$ cat src/rtl/alu_sys_pkg.sv
// Shared definitions for the ALU subsystem: function codes, command bytes, sequencer states.
// Latency: n/a (declarations only).
// Backpressure: n/a.
package alu_sys_pkg;

  // ALU function codes, shared with the ALU itself; 4'hF is unused
  localparam logic [3:0] FUN_ADD   = 4'h0;
  localparam logic [3:0] FUN_SUB   = 4'h1;
  localparam logic [3:0] FUN_MUL   = 4'h2;
  localparam logic [3:0] FUN_DIV   = 4'h3;
  localparam logic [3:0] FUN_AND   = 4'h4;
  localparam logic [3:0] FUN_OR    = 4'h5;
  localparam logic [3:0] FUN_NAND  = 4'h6;
  localparam logic [3:0] FUN_NOR   = 4'h7;
  localparam logic [3:0] FUN_XOR   = 4'h8;
  localparam logic [3:0] FUN_XNOR  = 4'h9;
  localparam logic [3:0] FUN_CMPEQ = 4'hA;
  localparam logic [3:0] FUN_CMPG  = 4'hB;
  localparam logic [3:0] FUN_CMPL  = 4'hC;
  localparam logic [3:0] FUN_SLL   = 4'hD;
  localparam logic [3:0] FUN_SLR   = 4'hE;

  // Command framing bytes on the UART stream
  localparam logic [7:0] DEF_CMD_OPS   = 8'hCC;  // CC, A, B, FUN
  localparam logic [7:0] DEF_CMD_NOOPS = 8'hDD;  // DD, FUN (reuse stored operands)
  localparam logic [7:0] DEF_ERR_BYTE  = 8'hEE;  // returned when the ALU never answers

  // Sequencer states
  typedef enum logic [3:0] {
    ST_IDLE,
    ST_GET_A,
    ST_GET_B,
    ST_GET_FUN,
    ST_WR_A,
    ST_WR_B,
    ST_ALU_RUN,
    ST_ALU_WAIT,
    ST_TX_LO,
    ST_TX_HI,
    ST_TX_ERR
  } state_e;

endpackage

$ cat src/rtl/alu_cmd_ctrl.sv
// Parses UART command frames, loads operands into the register file, runs the ALU, returns the result.
// Latency: outputs registered; 1 cycle per rf write, ALU_WAIT up to TIMEOUT cycles, then 2 TX bytes.
// Backpressure: TX bytes held with valid high until i_tx_ready; RX bytes outside parsing states are dropped.
module alu_cmd_ctrl
  import alu_sys_pkg::*;
#(
  parameter int                DATA_W    = 8,
  parameter int                FUN       = 4,
  parameter int                BUSR      = 16,   // must be 2*DATA_W
  parameter int                ADDR_W    = 4,
  parameter int                OPA_ADDR  = 0,
  parameter int                OPB_ADDR  = 1,
  parameter logic [DATA_W-1:0] CMD_OPS   = DEF_CMD_OPS,
  parameter logic [DATA_W-1:0] CMD_NOOPS = DEF_CMD_NOOPS,
  parameter logic [DATA_W-1:0] ERR_BYTE  = DEF_ERR_BYTE,
  parameter int                TIMEOUT   = 8
) (
  input  logic              i_clk,
  input  logic              i_arst_n,
  input  logic [DATA_W-1:0] i_rx_data,
  input  logic              i_rx_valid,
  output logic              o_rf_wr_en,
  output logic [ADDR_W-1:0] o_rf_addr,
  output logic [DATA_W-1:0] o_rf_wdata,
  output logic              o_alu_en,
  output logic [FUN-1:0]    o_alu_fun,
  input  logic [BUSR-1:0]   i_alu_res,
  input  logic              i_alu_valid,
  output logic [DATA_W-1:0] o_tx_data,
  output logic              o_tx_valid,
  input  logic              i_tx_ready,
  output logic              o_busy,
  output logic              o_rx_drop
);

  // Wide enough to hold TIMEOUT-1 even when TIMEOUT is a power of two or 1
  localparam int              CNT_W   = $clog2(TIMEOUT + 1);
  localparam logic [CNT_W-1:0] CNT_MAX = CNT_W'(TIMEOUT - 1);

  // Sequencer state and frame context
  state_e            state_q,    state_d;
  logic [DATA_W-1:0] a_q,        a_d;
  logic [DATA_W-1:0] b_q,        b_d;
  logic [FUN-1:0]    fun_q,      fun_d;
  logic              ops_flag_q, ops_flag_d;   // frame carried operands -> write them first
  logic [CNT_W-1:0]  cnt_q,      cnt_d;
  logic [BUSR-1:0]   res_q,      res_d;

  // Registered outputs
  logic              rf_wr_en_q,  rf_wr_en_d;
  logic [ADDR_W-1:0] rf_addr_q,   rf_addr_d;
  logic [DATA_W-1:0] rf_wdata_q,  rf_wdata_d;
  logic              alu_en_q,    alu_en_d;
  logic [FUN-1:0]    alu_fun_q,   alu_fun_d;
  logic [DATA_W-1:0] tx_data_q,   tx_data_d;
  logic              tx_valid_q,  tx_valid_d;
  logic              busy_q,      busy_d;
  logic              rx_drop_q,   rx_drop_d;

  // Next-state, frame capture and timeout counting
  always_comb begin
    state_d    = state_q;
    a_d        = a_q;
    b_d        = b_q;
    fun_d      = fun_q;
    ops_flag_d = ops_flag_q;
    cnt_d      = cnt_q;
    res_d      = res_q;

    case (state_q)
      ST_IDLE: begin
        // Anything other than a header byte is line noise and is ignored quietly
        if (i_rx_valid) begin
          if (i_rx_data == CMD_OPS) begin
            state_d = ST_GET_A;
          end else if (i_rx_data == CMD_NOOPS) begin
            state_d    = ST_GET_FUN;
            ops_flag_d = 1'b0;
          end
        end
      end
      ST_GET_A: begin
        if (i_rx_valid) begin
          a_d     = i_rx_data;
          state_d = ST_GET_B;
        end
      end
      ST_GET_B: begin
        if (i_rx_valid) begin
          b_d        = i_rx_data;
          ops_flag_d = 1'b1;
          state_d    = ST_GET_FUN;
        end
      end
      ST_GET_FUN: begin
        if (i_rx_valid) begin
          fun_d   = i_rx_data[FUN-1:0];
          state_d = ops_flag_q ? ST_WR_A : ST_ALU_RUN;
        end
      end
      ST_WR_A: state_d = ST_WR_B;
      ST_WR_B: state_d = ST_ALU_RUN;
      ST_ALU_RUN: begin
        cnt_d   = '0;
        state_d = ST_ALU_WAIT;
      end
      ST_ALU_WAIT: begin
        // A result arriving on the last counted cycle still wins over the timeout
        if (i_alu_valid) begin
          res_d   = i_alu_res;
          state_d = ST_TX_LO;
        end else if (cnt_q == CNT_MAX) begin
          state_d = ST_TX_ERR;
        end else begin
          cnt_d = cnt_q + 1'b1;
        end
      end
      ST_TX_LO:  if (i_tx_ready) state_d = ST_TX_HI;
      ST_TX_HI:  if (i_tx_ready) state_d = ST_IDLE;
      ST_TX_ERR: if (i_tx_ready) state_d = ST_IDLE;
      default:   state_d = ST_IDLE;
    endcase
  end

  // Outputs decoded from the next state so the registered outputs line up with the state register
  always_comb begin
    rf_wr_en_d = 1'b0;
    rf_addr_d  = '0;
    rf_wdata_d = '0;
    alu_en_d   = 1'b0;
    alu_fun_d  = alu_fun_q;   // function code stays visible until the next run
    tx_valid_d = 1'b0;
    tx_data_d  = '0;

    case (state_d)
      ST_WR_A: begin
        rf_wr_en_d = 1'b1;
        rf_addr_d  = ADDR_W'(OPA_ADDR);
        rf_wdata_d = a_d;
      end
      ST_WR_B: begin
        rf_wr_en_d = 1'b1;
        rf_addr_d  = ADDR_W'(OPB_ADDR);
        rf_wdata_d = b_d;
      end
      ST_ALU_RUN: begin
        alu_en_d  = 1'b1;
        alu_fun_d = fun_d;
      end
      ST_TX_LO: begin
        tx_valid_d = 1'b1;
        tx_data_d  = res_d[DATA_W-1:0];
      end
      ST_TX_HI: begin
        tx_valid_d = 1'b1;
        tx_data_d  = res_d[BUSR-1:DATA_W];
      end
      ST_TX_ERR: begin
        tx_valid_d = 1'b1;
        tx_data_d  = ERR_BYTE;
      end
      default: ;
    endcase

    busy_d = (state_d != ST_IDLE);

    // Bytes arriving while the frame is being executed or returned cannot be parsed
    rx_drop_d = i_rx_valid &&
                ((state_q == ST_WR_A)     || (state_q == ST_WR_B)  ||
                 (state_q == ST_ALU_RUN)  || (state_q == ST_ALU_WAIT) ||
                 (state_q == ST_TX_LO)    || (state_q == ST_TX_HI) ||
                 (state_q == ST_TX_ERR));
  end

  // State, context and output registers; reset aborts any frame in flight
  always_ff @(posedge i_clk or negedge i_arst_n) begin
    if (!i_arst_n) begin
      state_q    <= ST_IDLE;
      a_q        <= '0;
      b_q        <= '0;
      fun_q      <= '0;
      ops_flag_q <= 1'b0;
      cnt_q      <= '0;
      res_q      <= '0;
      rf_wr_en_q <= 1'b0;
      rf_addr_q  <= '0;
      rf_wdata_q <= '0;
      alu_en_q   <= 1'b0;
      alu_fun_q  <= '0;
      tx_data_q  <= '0;
      tx_valid_q <= 1'b0;
      busy_q     <= 1'b0;
      rx_drop_q  <= 1'b0;
    end else begin
      state_q    <= state_d;
      a_q        <= a_d;
      b_q        <= b_d;
      fun_q      <= fun_d;
      ops_flag_q <= ops_flag_d;
      cnt_q      <= cnt_d;
      res_q      <= res_d;
      rf_wr_en_q <= rf_wr_en_d;
      rf_addr_q  <= rf_addr_d;
      rf_wdata_q <= rf_wdata_d;
      alu_en_q   <= alu_en_d;
      alu_fun_q  <= alu_fun_d;
      tx_data_q  <= tx_data_d;
      tx_valid_q <= tx_valid_d;
      busy_q     <= busy_d;
      rx_drop_q  <= rx_drop_d;
    end
  end

  assign o_rf_wr_en = rf_wr_en_q;
  assign o_rf_addr  = rf_addr_q;
  assign o_rf_wdata = rf_wdata_q;
  assign o_alu_en   = alu_en_q;
  assign o_alu_fun  = alu_fun_q;
  assign o_tx_data  = tx_data_q;
  assign o_tx_valid = tx_valid_q;
  assign o_busy     = busy_q;
  assign o_rx_drop  = rx_drop_q;

endmodule

$ cat config.mk
export PLATFORM = sky130hd
export DESIGN_NAME = alu_cmd_ctrl
export DESIGN_NICKNAME = d
export VERILOG_FILES = /design/src/rtl/alu_sys_pkg.sv /design/src/rtl/alu_cmd_ctrl.sv
export SDC_FILE = /design/constraint.sdc
export NUM_CORES = 1
export LEC_CHECK = 0
export CORE_ASPECT_RATIO = 1.75
export CORE_MARGIN = 3
export CORE_UTILIZATION = 35
export CTS_CLUSTER_DIAMETER = 50
export CTS_CLUSTER_SIZE = 28
export DETAILED_ROUTE_END_ITERATION = 16
export HOLD_SLACK_MARGIN = 0.08
export PLACE_DENSITY = 0.66
export SKIP_CTS_REPAIR_TIMING = 1
export SYNTH_ARGS = -nofsm -noshare
export SYNTH_HDL_FRONTEND = slang
export SYNTH_SLANG_ARGS = --single-unit
$ cat constraint.sdc
create_clock -name i_clk -period 5.2 [get_ports i_clk]
set_clock_uncertainty 0.05 [all_clocks]
set_input_delay 1.04 -clock i_clk [delete_from_list [all_inputs] [get_ports i_clk]]
set_output_delay 1.04 -clock i_clk [all_outputs]
set_load 0.02 [all_outputs]
==> results <==
- The worst register-to-register path begins at state_q[0]$_DFF_PN0_.
- The data required time at the worst endpoint is 5.32 ns.
- The wire length of the first global-routing pass is approximately 11000 µm.
- In this run the horizontal extent of the chip is 77.0 µm.
- The class of the tightest hold or removal check is reg2reg.
- On the worst path, the slowest cell contributes a delay of 0.57 ns.
- The cell area after placement is 3700 µm².
- The leakage power summed over all cells is 1.73 nW.
- The slack of the critical path is 2.09 ns.
- After synthesis the cells add up to 3080 µm².
- The number of DRC markers in iteration 0 is 116.
- The met1 track utilization from global routing is 15.4%.
- The first detailed-routing pass ran for 4 iterations.
- The adder-cell area share of the yosys netlist is 0.730%.
- The worst setup path is captured at a flop.
- Clock tree synthesis selected as its root buffer the cell sky130_fd_sc_hd__clkbuf_16.
- The top cell type's share of synthesized area is 57.6%.
- The summed negative setup slack over all endpoints is 0 ns.
- The initial utilization of the core area, before any placement, comes to 36.6%.
- For this run, the leading register cell type out of synthesis is sky130_fd_sc_hd__dfrtp_1.
- The power density of the placed cells is 578 nW/µm².
- The HPWL after detailed placement is about 4800 µm.
- In the post-synthesis netlist, the biggest area contributors are sky130_fd_sc_hd__dfrtp_1 58%, sky130_fd_sc_hd__mux2_2 12%, sky130_fd_sc_hd__nand2_1 3.0%, sky130_fd_sc_hd__mux2i_1 2.9%, sky130_fd_sc_hd__o21ai_0 2.9%.
- The global placer's final weighted congestion is 0.792.
- The number of global-route vias before repair was 2176.
- The final critical path takes up 59.8% of the cycle.
- The path depth of the worst reg2reg path is 4.
- After global routing the overflow that remains totals 0.
- STA classifies the critical path startpoint as an input port.
- In the global route stage, met2 resource usage came out at between 20% and 30%.
- The portion of synthesized area spent on multiplexers is 15.0%.
- In the final design database the tool counted between 300 and 400 nets.
- Setup repair after global routing left no endpoint under its margin.
- The post-route netlist has 19.4% of its cells at a drive strength greater than 1.
- The number of maximum-capacitance constraint violations is 0.
- The relative max-transition margin is 31.7%.
- After clock tree synthesis, the clock-pin slew on the worst setup and hold paths is 0.06 ns.
- The post-detailed-route count of antenna-violating nets is 0.
- Global routing used between 10% and 20% of the available tracks.
- The number of rows created at floorplan is 44.
- In the layout the commonest cells are 71 x sky130_fd_sc_hd__dfrtp_1, 53 x sky130_fd_sc_hd__clkdlybuf4s50_1, 33 x sky130_fd_sc_hd__mux2_2, 25 x sky130_fd_sc_hd__nand2_1, 18 x sky130_fd_sc_hd__o21ai_0.
- The number of top-level pins is 58.
- For this block, the routed nets add up to 6600 µm of wire.
- The H-tree depth is 3.
- The residual DRC count is 0.
- The final count of hold timing violations was 0.
- The post-route cell area is 3990 µm².
- The number of synthesized flops with an enable pin is 0.
- The number of input and output port buffers inserted is 54.
- The total die area is 10000 µm².
- During synthesis, Yosys emitted a total of 0 warnings.
- The complex-gate fraction of the synthesized area is between 10% and 20%.
- Before CTS, the worst setup slack after placement is 1.71 ns.
- Counting flops with an async set or reset pin after synthesis yields a share of 100%.
- Summed over all instances, the cell type with the most area after synthesis is sky130_fd_sc_hd__dfrtp_1.
- The tree built by TritonCTS fans out to 71 sinks.
- In this run the critical register-to-register path is captured at o_tx_data[2]$_DFF_PN0_.
- Dividing the synthesized area by the synthesized cell count gives around 12 µm².
- The endpoint of the most critical setup path is o_rf_wdata[4]$_DFF_PN0_.
- The clock reaches the later pin of the worst-skew pair after 0.33 ns.
- The xor/xnor cell area share of the yosys netlist is less than 1%.
- The number of different library cells in the post-synthesis netlist is 46.
- The CTS tree is done.
- The maximum fanout count along the critical path is 13.
- The met3 usage in global routing is 2.90%.
- The core area is 8420 µm².
- Sequential elements use 57.6% of the synthesized area.
- VDD sags by at most between 0.0003 and 0.0004 V.
- The worst path in the final design needs a cycle of 3.11 ns, including I/O delays and setup.
- The signal on the critical path passes through clkdlybuf4s50_1, or3b_4, or2_0, o21a_1, o21ai_1, o21ai_0.
- The most critical setup path has its startpoint at i_rx_valid.
- After synthesis, the largest family of logic cells by area is multiplexers.
- Data on the critical path arrives at its endpoint at between 3 and 4 ns.
- Counting flops and latches in the post-synthesis netlist gives 71.
- The highest attainable clock frequency is 321 MHz.
- The number of setup violations in the final report is 0.
- In this run the vertical extent of the chip is 130 µm.
- Entering global routing, the biggest net connects 38 pins.
- In the final routed layout, each cell accounts on average for approximately 16 µm.
- Among cell families on the critical path, the largest total delay comes from compound AO/OA/AOI/OAI gates.
- In the synthesized netlist, the number of instances is 249.
- Power comes to around 2.3 mW.
- The number of antenna diodes in the final layout is 0.
- Dividing the detail-routed via count by the number of cells gives 4.90.
- Relative to the synthesized area, the layout overhead comes to 29.2%.
- After global routing, the most crowded layer is met2.
- The critical path is of the in2reg type.
- The final number of max-transition violations was 0.
- The most common cell after layout, fill and taps aside is sky130_fd_sc_hd__dfrtp_1.
- In this run, CTS created clock tree buffers numbering 9.
- The initial antenna violation count was 0.
- The critical-path cell with the highest stage delay is sky130_fd_sc_hd__clkdlybuf4s50_1.
- The number of buffers between clock root and the deepest sink is 2.
- The final-layout fill cell count is 756.
- The overall via count from detail_route is 2077.
- The logic depth of the worst setup path including buffers is 6.
- At the pin with the least slew margin, the transition time is between 1 and 1.5 ns.
- Of the total synthesized cell area, the portion taken by AND, OR, NAND and NOR gates is about a tenth.
- The number of buffers and inverters on the critical path is 1.
- Setup slack on the worst reg-to-reg path comes out at roughly 2.5 ns.
- The run finished with clean final reports.
[worst min-delay path by stage]
stage                             start                 endpoint  slack, ns  cells past startpoint
global placement       b_q[3]$_DFF_PN0_  o_rf_wdata[3]$_DFF_PN0_       0.40                      2
finish                 b_q[6]$_DFF_PN0_  o_rf_wdata[6]$_DFF_PN0_       0.43                      2
global route           a_q[7]$_DFF_PN0_         a_q[7]$_DFF_PN0_       0.46                      1
CTS                 res_q[12]$_DFF_PN0_      res_q[12]$_DFF_PN0_       0.43                      2
floorplan              b_q[1]$_DFF_PN0_  o_rf_wdata[1]$_DFF_PN0_       0.39                      2
detailed placement  res_q[12]$_DFF_PN0_      res_q[12]$_DFF_PN0_       0.42                      2
[Yosys cell counts, types with 2 or more instances]
cell type and n:
sky130_fd_sc_hd__buf_4 7, sky130_fd_sc_hd__nor2b_1 5, sky130_fd_sc_hd__clkbuf_1 3, sky130_fd_sc_hd__buf_2 3, sky130_fd_sc_hd__o311ai_0 6, sky130_fd_sc_hd__nand3_1 6, sky130_fd_sc_hd__nand4b_1 2, sky130_fd_sc_hd__nand2_1 25
sky130_fd_sc_hd__o22ai_1 4, sky130_fd_sc_hd__dfrtp_1 71, sky130_fd_sc_hd__nand2b_1 2, sky130_fd_sc_hd__a21oi_1 4, sky130_fd_sc_hd__inv_1 9, sky130_fd_sc_hd__o21ai_1 3, sky130_fd_sc_hd__o21ba_2 2, sky130_fd_sc_hd__mux2i_1 9
sky130_fd_sc_hd__or4_1 2, sky130_fd_sc_hd__o21a_1 2, sky130_fd_sc_hd__a22o_1 4, sky130_fd_sc_hd__o21ai_0 18, sky130_fd_sc_hd__nor2_1 5, sky130_fd_sc_hd__mux2_2 33
[tightest hold or removal path, cell delays in order (launching register included)]
cell	delay (ns)
sky130_fd_sc_hd__dfrtp_1	0.34
sky130_fd_sc_hd__nand2_1	0.04
sky130_fd_sc_hd__o21ai_0	0.06
[state kept, by name, summed over array words and instances (netlist names)]
signal,cells
o_alu_en,1
a_q,8
o_busy,1
state_q,4
fun_q,4
o_rx_drop,1
o_tx_data,8
ops_flag_q,1
cnt_q,4
o_rf_wr_en,1
o_tx_valid,1
o_rf_wdata,8
o_rf_addr,1
b_q,8
res_q,16
o_alu_fun,4
[layer usage]
layer | up-vias | wire length [µm]
met5 | - | 0
li1 | 998 | -
met1 | 1022 | 2570
met3 | 8 | 208
met4 | 0 | 100
met2 | 49 | 3720
[stage by stage]
step	hold WS, ns	utilization [%]	instances
5_1_grt	0.456	47.3	424
4_1_cts	0.434	47.3	424
6_report	0.426	47.3	424
3_5_place_dp	0.420	43.9	408
2_1_floorplan	0.394	-	251
3_3_place_gp	0.404	43.9	408
[where the power goes]
group,switching [mW],internal (mW),leakage (nW)
Combinational,0.414,0.392,0.697
Clock,0.222,0.349,0.139
Sequential,0.146,0.779,0.889
Total,0.782,1.52,1.73
[cells by family after synthesis]
group                      after synthesis
DFF                                     71
and+or+nand+nor                         58
AOI/OAI and AO/OA                       51
muxes                                   42
buffers and inverters                   22
adders and majority gates                2
xor gates and xnor gates                 2
other                                    1
[final cells by class]
class | count | area, µm² | share of cell area [%]
flip-flops and latches | 71 | 1780 | 44.6
clock inverters | 4 | 30.0 | 0.753
clock buffers | 12 | 256 | 6.43
well taps | 115 | 144 | 3.61
repair buffers | 55 | 543 | 13.6
multi-input cells | 158 | 1200 | 30.2
inverters | 9 | 33.8 | 0.847
No activity file was read; power rests on OpenSTA's default activity.
